[config.mk]
export PLATFORM = sky130hd
export DESIGN_NAME = seg7_scan_driver
export DESIGN_NICKNAME = d
export VERILOG_FILES = /design/src/rtl/seg7_pkg.sv /design/src/rtl/seg7_hex_decode.sv /design/src/rtl/seg7_scan_driver.sv
export SDC_FILE = /design/constraint.sdc
export NUM_CORES = 1
export LEC_CHECK = 0
export BUFFER_PORTS_ARGS = -buffer_cell sky130_fd_sc_hd__buf_2
export CORE_MARGIN = 10
export CORE_UTILIZATION = 50
export DETAILED_ROUTE_END_ITERATION = 8
export PLACE_DENSITY_LB_ADDON = 0.08
export SETUP_SLACK_MARGIN = 0.1
export SLEW_MARGIN = 40
export SYNTH_ARGS = -nofsm -noshare
export SYNTH_HDL_FRONTEND = slang
export SYNTH_SLANG_ARGS = --single-unit
[constraint.sdc]
create_clock -name clk -period 3.2 [get_ports clk]
set_input_delay 0.64 -clock clk [delete_from_list [all_inputs] [get_ports clk]]
set_output_delay 0.64 -clock clk [all_outputs]
set_load 0.05 [all_outputs]
[src/rtl/seg7_pkg.sv]
// Shared 7-segment constants and the hex glyph table.
// Segment order is {a,b,c,d,e,f,g}, active-high, bit 6 = a.
package seg7_pkg;

  localparam logic [6:0] SEG_BLANK = 7'h00;

  function automatic logic [6:0] hex_to_seg(input logic [3:0] nib);
    logic [6:0] s;
    s = SEG_BLANK;
    case (nib)
      4'h0: s = 7'h7E;
      4'h1: s = 7'h30;
      4'h2: s = 7'h6D;
      4'h3: s = 7'h79;
      4'h4: s = 7'h33;
      4'h5: s = 7'h5B;
      4'h6: s = 7'h5F;
      4'h7: s = 7'h70;
      4'h8: s = 7'h7F;
      4'h9: s = 7'h73;
      4'hA: s = 7'h77;
      4'hB: s = 7'h1F;
      4'hC: s = 7'h4E;
      4'hD: s = 7'h3D;
      4'hE: s = 7'h4F;
      4'hF: s = 7'h47;
      default: s = SEG_BLANK;
    endcase
    return s;
  endfunction

endpackage

[src/rtl/seg7_hex_decode.sv]
// Combinational nibble -> active-high 7-segment glyph.
module seg7_hex_decode
  import seg7_pkg::*;
(
  input  logic [3:0] nib,
  output logic [6:0] seg
);

  assign seg = hex_to_seg(nib);

endmodule

[src/rtl/seg7_scan_driver.sv]
// Multiplexed 7-segment scanner: double-buffered nibbles, leading-zero blanking,
// anti-ghost dark cycle at the start of every digit slot.
module seg7_scan_driver
  import seg7_pkg::*;
#(
  parameter int DIGITS         = 4,
  parameter int CLK_DIV        = 1000,
  parameter int ACTIVE_LOW_SEG = 0,
  parameter int ACTIVE_LOW_DIG = 0
) (
  input  logic                  clk,
  input  logic                  rst_n,
  input  logic                  en,
  input  logic                  load,
  input  logic [4*DIGITS-1:0]   data,
  input  logic [DIGITS-1:0]     dp_in,
  input  logic                  blank_lz,
  output logic [6:0]            segments,
  output logic                  dp,
  output logic [DIGITS-1:0]     digit_sel,
  output logic                  frame_done
);

  localparam int PW = $clog2(CLK_DIV);
  localparam int IW = (DIGITS > 1) ? $clog2(DIGITS) : 1;
  localparam logic [PW-1:0]     PRE_LAST = PW'(CLK_DIV - 1);
  localparam logic [IW-1:0]     IDX_LAST = IW'(DIGITS - 1);
  localparam logic [6:0]        SEG_INV  = (ACTIVE_LOW_SEG != 0) ? 7'h7F : 7'h00;
  localparam logic              DP_INV   = (ACTIVE_LOW_SEG != 0);
  localparam logic [DIGITS-1:0] DIG_INV  = (ACTIVE_LOW_DIG != 0) ? '1 : '0;

  logic [PW-1:0]            pre;
  logic [IW-1:0]            idx;
  logic [DIGITS-1:0][3:0]   pend_nib, disp_nib;
  logic [DIGITS-1:0]        pend_dp, disp_dp;
  logic [DIGITS-1:0]        lz;
  logic [DIGITS-1:0]        onehot;
  logic                     wrap, blank, first;
  logic [3:0]               cur_nib;
  logic [6:0]               dec_seg;

  assign wrap    = en && (pre == PRE_LAST) && (idx == IDX_LAST);
  assign first   = (pre == '0);
  assign onehot  = DIGITS'(1) << idx;
  assign cur_nib = disp_nib[idx];
  assign blank   = blank_lz && lz[idx];

  seg7_hex_decode u_dec (
    .nib (cur_nib),
    .seg (dec_seg)
  );

  // lz[k]: nibbles DIGITS-1..k are all zero; digit 0 always shows
  always_comb begin
    logic run;
    run = 1'b1;
    lz  = '0;
    for (int k = DIGITS - 1; k >= 0; k--) begin
      run   = run && (disp_nib[k] == 4'h0);
      lz[k] = run;
    end
    lz[0] = 1'b0;
  end

  always_ff @(posedge clk or negedge rst_n) begin
    if (!rst_n) begin
      pre <= '0;
      idx <= '0;
    end else if (en) begin
      if (pre == PRE_LAST) begin
        pre <= '0;
        idx <= (idx == IDX_LAST) ? '0 : idx + 1'b1;
      end else begin
        pre <= pre + 1'b1;
      end
    end
  end

  // Display only changes at the frame boundary, so a frame never mixes old and new data
  always_ff @(posedge clk or negedge rst_n) begin
    if (!rst_n) begin
      pend_nib <= '0;
      pend_dp  <= '0;
      disp_nib <= '0;
      disp_dp  <= '0;
    end else begin
      if (load) begin
        pend_nib <= data;
        pend_dp  <= dp_in;
      end
      if (wrap) begin
        disp_nib <= load ? data  : pend_nib;
        disp_dp  <= load ? dp_in : pend_dp;
      end
    end
  end

  always_ff @(posedge clk or negedge rst_n) begin
    if (!rst_n) begin
      segments   <= SEG_INV;
      dp         <= DP_INV;
      digit_sel  <= DIG_INV;
      frame_done <= 1'b0;
    end else begin
      frame_done <= wrap;
      if (en) begin
        segments  <= (blank ? SEG_BLANK : dec_seg) ^ SEG_INV;
        dp        <= (disp_dp[idx] && !first) ^ DP_INV;
        digit_sel <= (first ? '0 : onehot) ^ DIG_INV;
      end else begin
        segments  <= SEG_INV;
        dp        <= DP_INV;
        digit_sel <= DIG_INV;
      end
    end
  end

endmodule
==> summary.md <==
| Metric | Value |
|---|---|
| Root Driver | clkbuf_8 |
| Pre-CTS WS | 0.9345 ns |
| Fin. Hold Viols | 0 |
| Largest net degree at the start of global routing | 30 |
| Ys async rst share | 1.000 |
| Gr ovfl total | 0 |
| Critical-path maximum fanout | 11 |
| FF+latch area | between 1500 and 2000 um^2 |
| Leading area contributor after synthesis | dfrtp_1 |
| DRT Pass-1 Iters | 4 |
| R2r setup slk | 1.00 ns |
| Clock transition at the registers of the reported paths | 0.07 ns |
| Layout cell share with drive strength beyond 1 | 0.3986 |
| Synthesized Nets | 265 |
| Hold/Removal Path Class | primary input to async pin |
| Final setup margin | 1.000 ns |
| # rows | 28 |
| Vias | roughly 1800 |
| DR iter-0 viols | 55 |
| Syn Area/Cell | 13.32 um^2 |
| Yosys Warn Count | 0 |
| Library cells used by synthesis | 41 |
| DRC | 0 |
| Post-Synth Simple-Gate Area | 0.1058 |
| Initial antenna violation count | 0 |
| Max_cap viols | 0 |
| Max Root-Sink Buffers | 2 |
| EDFF count, synth | 0 |
| Register area share after synthesis | 0.5332 |
| Setup TNS Final | 0 ns |
| Reg2reg end | segments[3] |
| VDD IR max | slightly below 0.0003 V |
| Clk_lat worst skew | 0.33 ns |
| Final ANT Viol Nets | 0 |
| Slew Limit Fails | 0 |
| Die Y | just under 100 um |
| Synth Area in Compound Gates | 0.04635 |
| Number of nets in the layout | 307 |
| # hold bufs at CTS | 0 |
| Post-DP Area | 3267 um^2 |
| Routed length per instance | 16.01 um |
| RSZ-0062 raised after global routing | no |
| GP Congestion | 0.7898 |
| Global-route wire length before repair | 9.584 mm |
| Flop and latch count out of synthesis | 65 |
| Yosys top cell area share | 0.5332 |
| Io pins | 38 |
| Initial Util | 0.5152 |
| Syn Std Cell Area | around 3100 um^2 |
| Area growth from synthesis to layout | 13.90% |
| Global Route Usage Sum | 0.1220 |
| Die X | 98.11 um |
| H-tree lvl count | 3 |
| Design Area, Final | between 3000 and 4000 um^2 |
| Clock period minus worst slack | 2.200 ns |
| Post-Synth Adder-Cell Area | 0.04512 |
| Post-CTS Resized | 0 |
| Clk sinks | 65 |
| Leak | 1.629 nW |
| Largest family of logic cells by synthesized area | multiplexers |
| Slew headroom | 0.5800 |
| DRT Wirelength | about 5.6 mm |
| Arr. time, crit path | 2.41 ns |
| Status | completed |
| Port Buffer Count | 37 |
| Peak Freq | 0.4546 GHz |
| Util after Layout | 0.5869 |
| Primary FF master, synth | dfrtp_1 |
| Crit path launch | idx[0] |
| Worst slew pin tran | 0.6300 ns |
| Filler cells | 485 |
| Reg2reg start | idx[0] |
| Final Setup Violations | 0 |
| PwrDens | 536.9 nW/um^2 |
| Detailed placement HPWL | 3.984 mm |
| Crit share post-route | 0.6875 |
| Vias per inst | 5.211 |
| Worst Path Required | between 3 and 4 ns |
| Multiplexer share of the synthesized area | 0.2149 |
| ANT cells | 0 |
| Layout Cells excl Fill | 351 |
| Critical path launch point type | register |
| Setup bufs post-CTS | 0 |
| Cells after Synth | between 200 and 250 |
| Worst setup EP type | register |
| R2R depth | 7 |
| Synth area leaders | dfrtp_1, mux2_4, mux2_2, ha_1, mux4_2 |
| Worst Clk Skew | 0.008280 ns |
| Synth Area in XOR/XNOR | 0.01436 |
| CTS tree | done |
| CTS buffer count | 9 |
| Core ar. | 5921 um^2 |
| Multi-input logic area | between 1000 and 1500 um^2 |
| Number of global-route vias before repair | 1993 |
| WS Path Type | register to register |
| # placed instances | 335 |
| DIE AREA | 9625 um^2 |
-- flip-flops by register name, summed over array words and instances, names as in the netlist --
| register | count |
|---|---|
| dp | 1 |
| pre | 10 |
| idx | 2 |
| pend_nib | 16 |
| disp_nib | 16 |
| segments | 7 |
| disp_dp | 4 |
| frame_done | 1 |
| digit_sel | 4 |
| pend_dp | 4 |
-- logic make-up (layout without fill, tap and decap cells) --
family	after synthesis	count (layout)
xor gates and xnor gates	5	5
and+or+nand+nor	60	60
adders and majority gates	11	11
DFF	65	65
AOI/OAI and AO/OA	22	22
muxes	47	47
buffers and inverters	19	66
-- critical path, cell delays in order, from the launching register on --
cell and delay, ns:
dfrtp_1 0.64, mux4_2 0.65, inv_1 0.14, ha_1 0.27
inv_1 0.10, nor2_1 0.05, o21bai_1 0.15, a31oi_1 0.09
-- layout by cell type (no fill, tap or decap), types with 2 or more instances in the layout --
master    count
nor3_1        4
buf_2        37
and2_1        5
o21ai_0       7
o22ai_1       3
mux2_4       19
xnor2_1       5
ha_1         11
nand3_1       2
dfrtp_1      65
inv_1         9
mux2_2       22
buf_4         3
clkbuf_1      2
mux4_2        5
or3_1         2
or2_2         3
clkbuf_8     12
nand4_1       4
nor2_1       17
nor4_1        4
a21oi_1       4
nand2_1      12
-- area by class of cell --
class	count	area share
clock inverter	2	0.01008
tap	75	0.02701
clock buffer	14	0.04969
timing repair buffer	40	0.05978
multi-input combinational	145	0.3745
sequential	65	0.4681
inverter	10	0.01080
-- synthesized netlist by cell type (all sizes together) (2+ instances only) --
master / instances
a211oi: 2
a21oi: 4
and2: 6
and3: 2
buf: 6
clkbuf: 3
dfrtp: 65
ha: 11
inv: 10
mux2: 41
mux4: 5
nand2: 12
nand3: 3
nand4: 4
nor2: 17
nor3: 4
nor4: 5
o21ai: 7
o22ai: 3
or2: 3
or3: 2
xnor2: 5
-- metal layers --
metal,share of wire,vias to the layer above,global-route usage
met5,0,-,0
met4,0.0082,0,0.04027
met3,0.053,6,0.04581
met2,0.47,28,0.1939
met1,0.47,906,0.1491
li1,-,889,-
-- how the worst max path moves through the flow --
| stage | endpoint | cells past startpoint |
|---|---|---|
| after CTS | segments[3] | 7 |
| after global routing | segments[3] | 7 |
| final | segments[3] | 7 |
| after detailed placement | disp_dp[0] | 6 |
| after global placement | disp_dp[0] | 6 |
| after floorplan | disp_dp[1] | 6 |
-- power by group --
part	switching (mW)	leakage (nW)	internal (mW)
Combinational	0.117	0.684	0.0889
Clock	0.297	0.107	0.424
Sequential	0.0538	0.839	0.885
-- through the flow --
step | hold WS [ns] | total power, mW
after floorplan | 0.3444 | 1.086
after global placement | 0.4850 | 1.157
after detailed placement | 0.4855 | 1.163
after CTS | 0.3424 | 1.889
after global routing | 0.3655 | 1.964
final | 0.3222 | 1.866
Note: power is estimated with default switching activity, not from simulation.
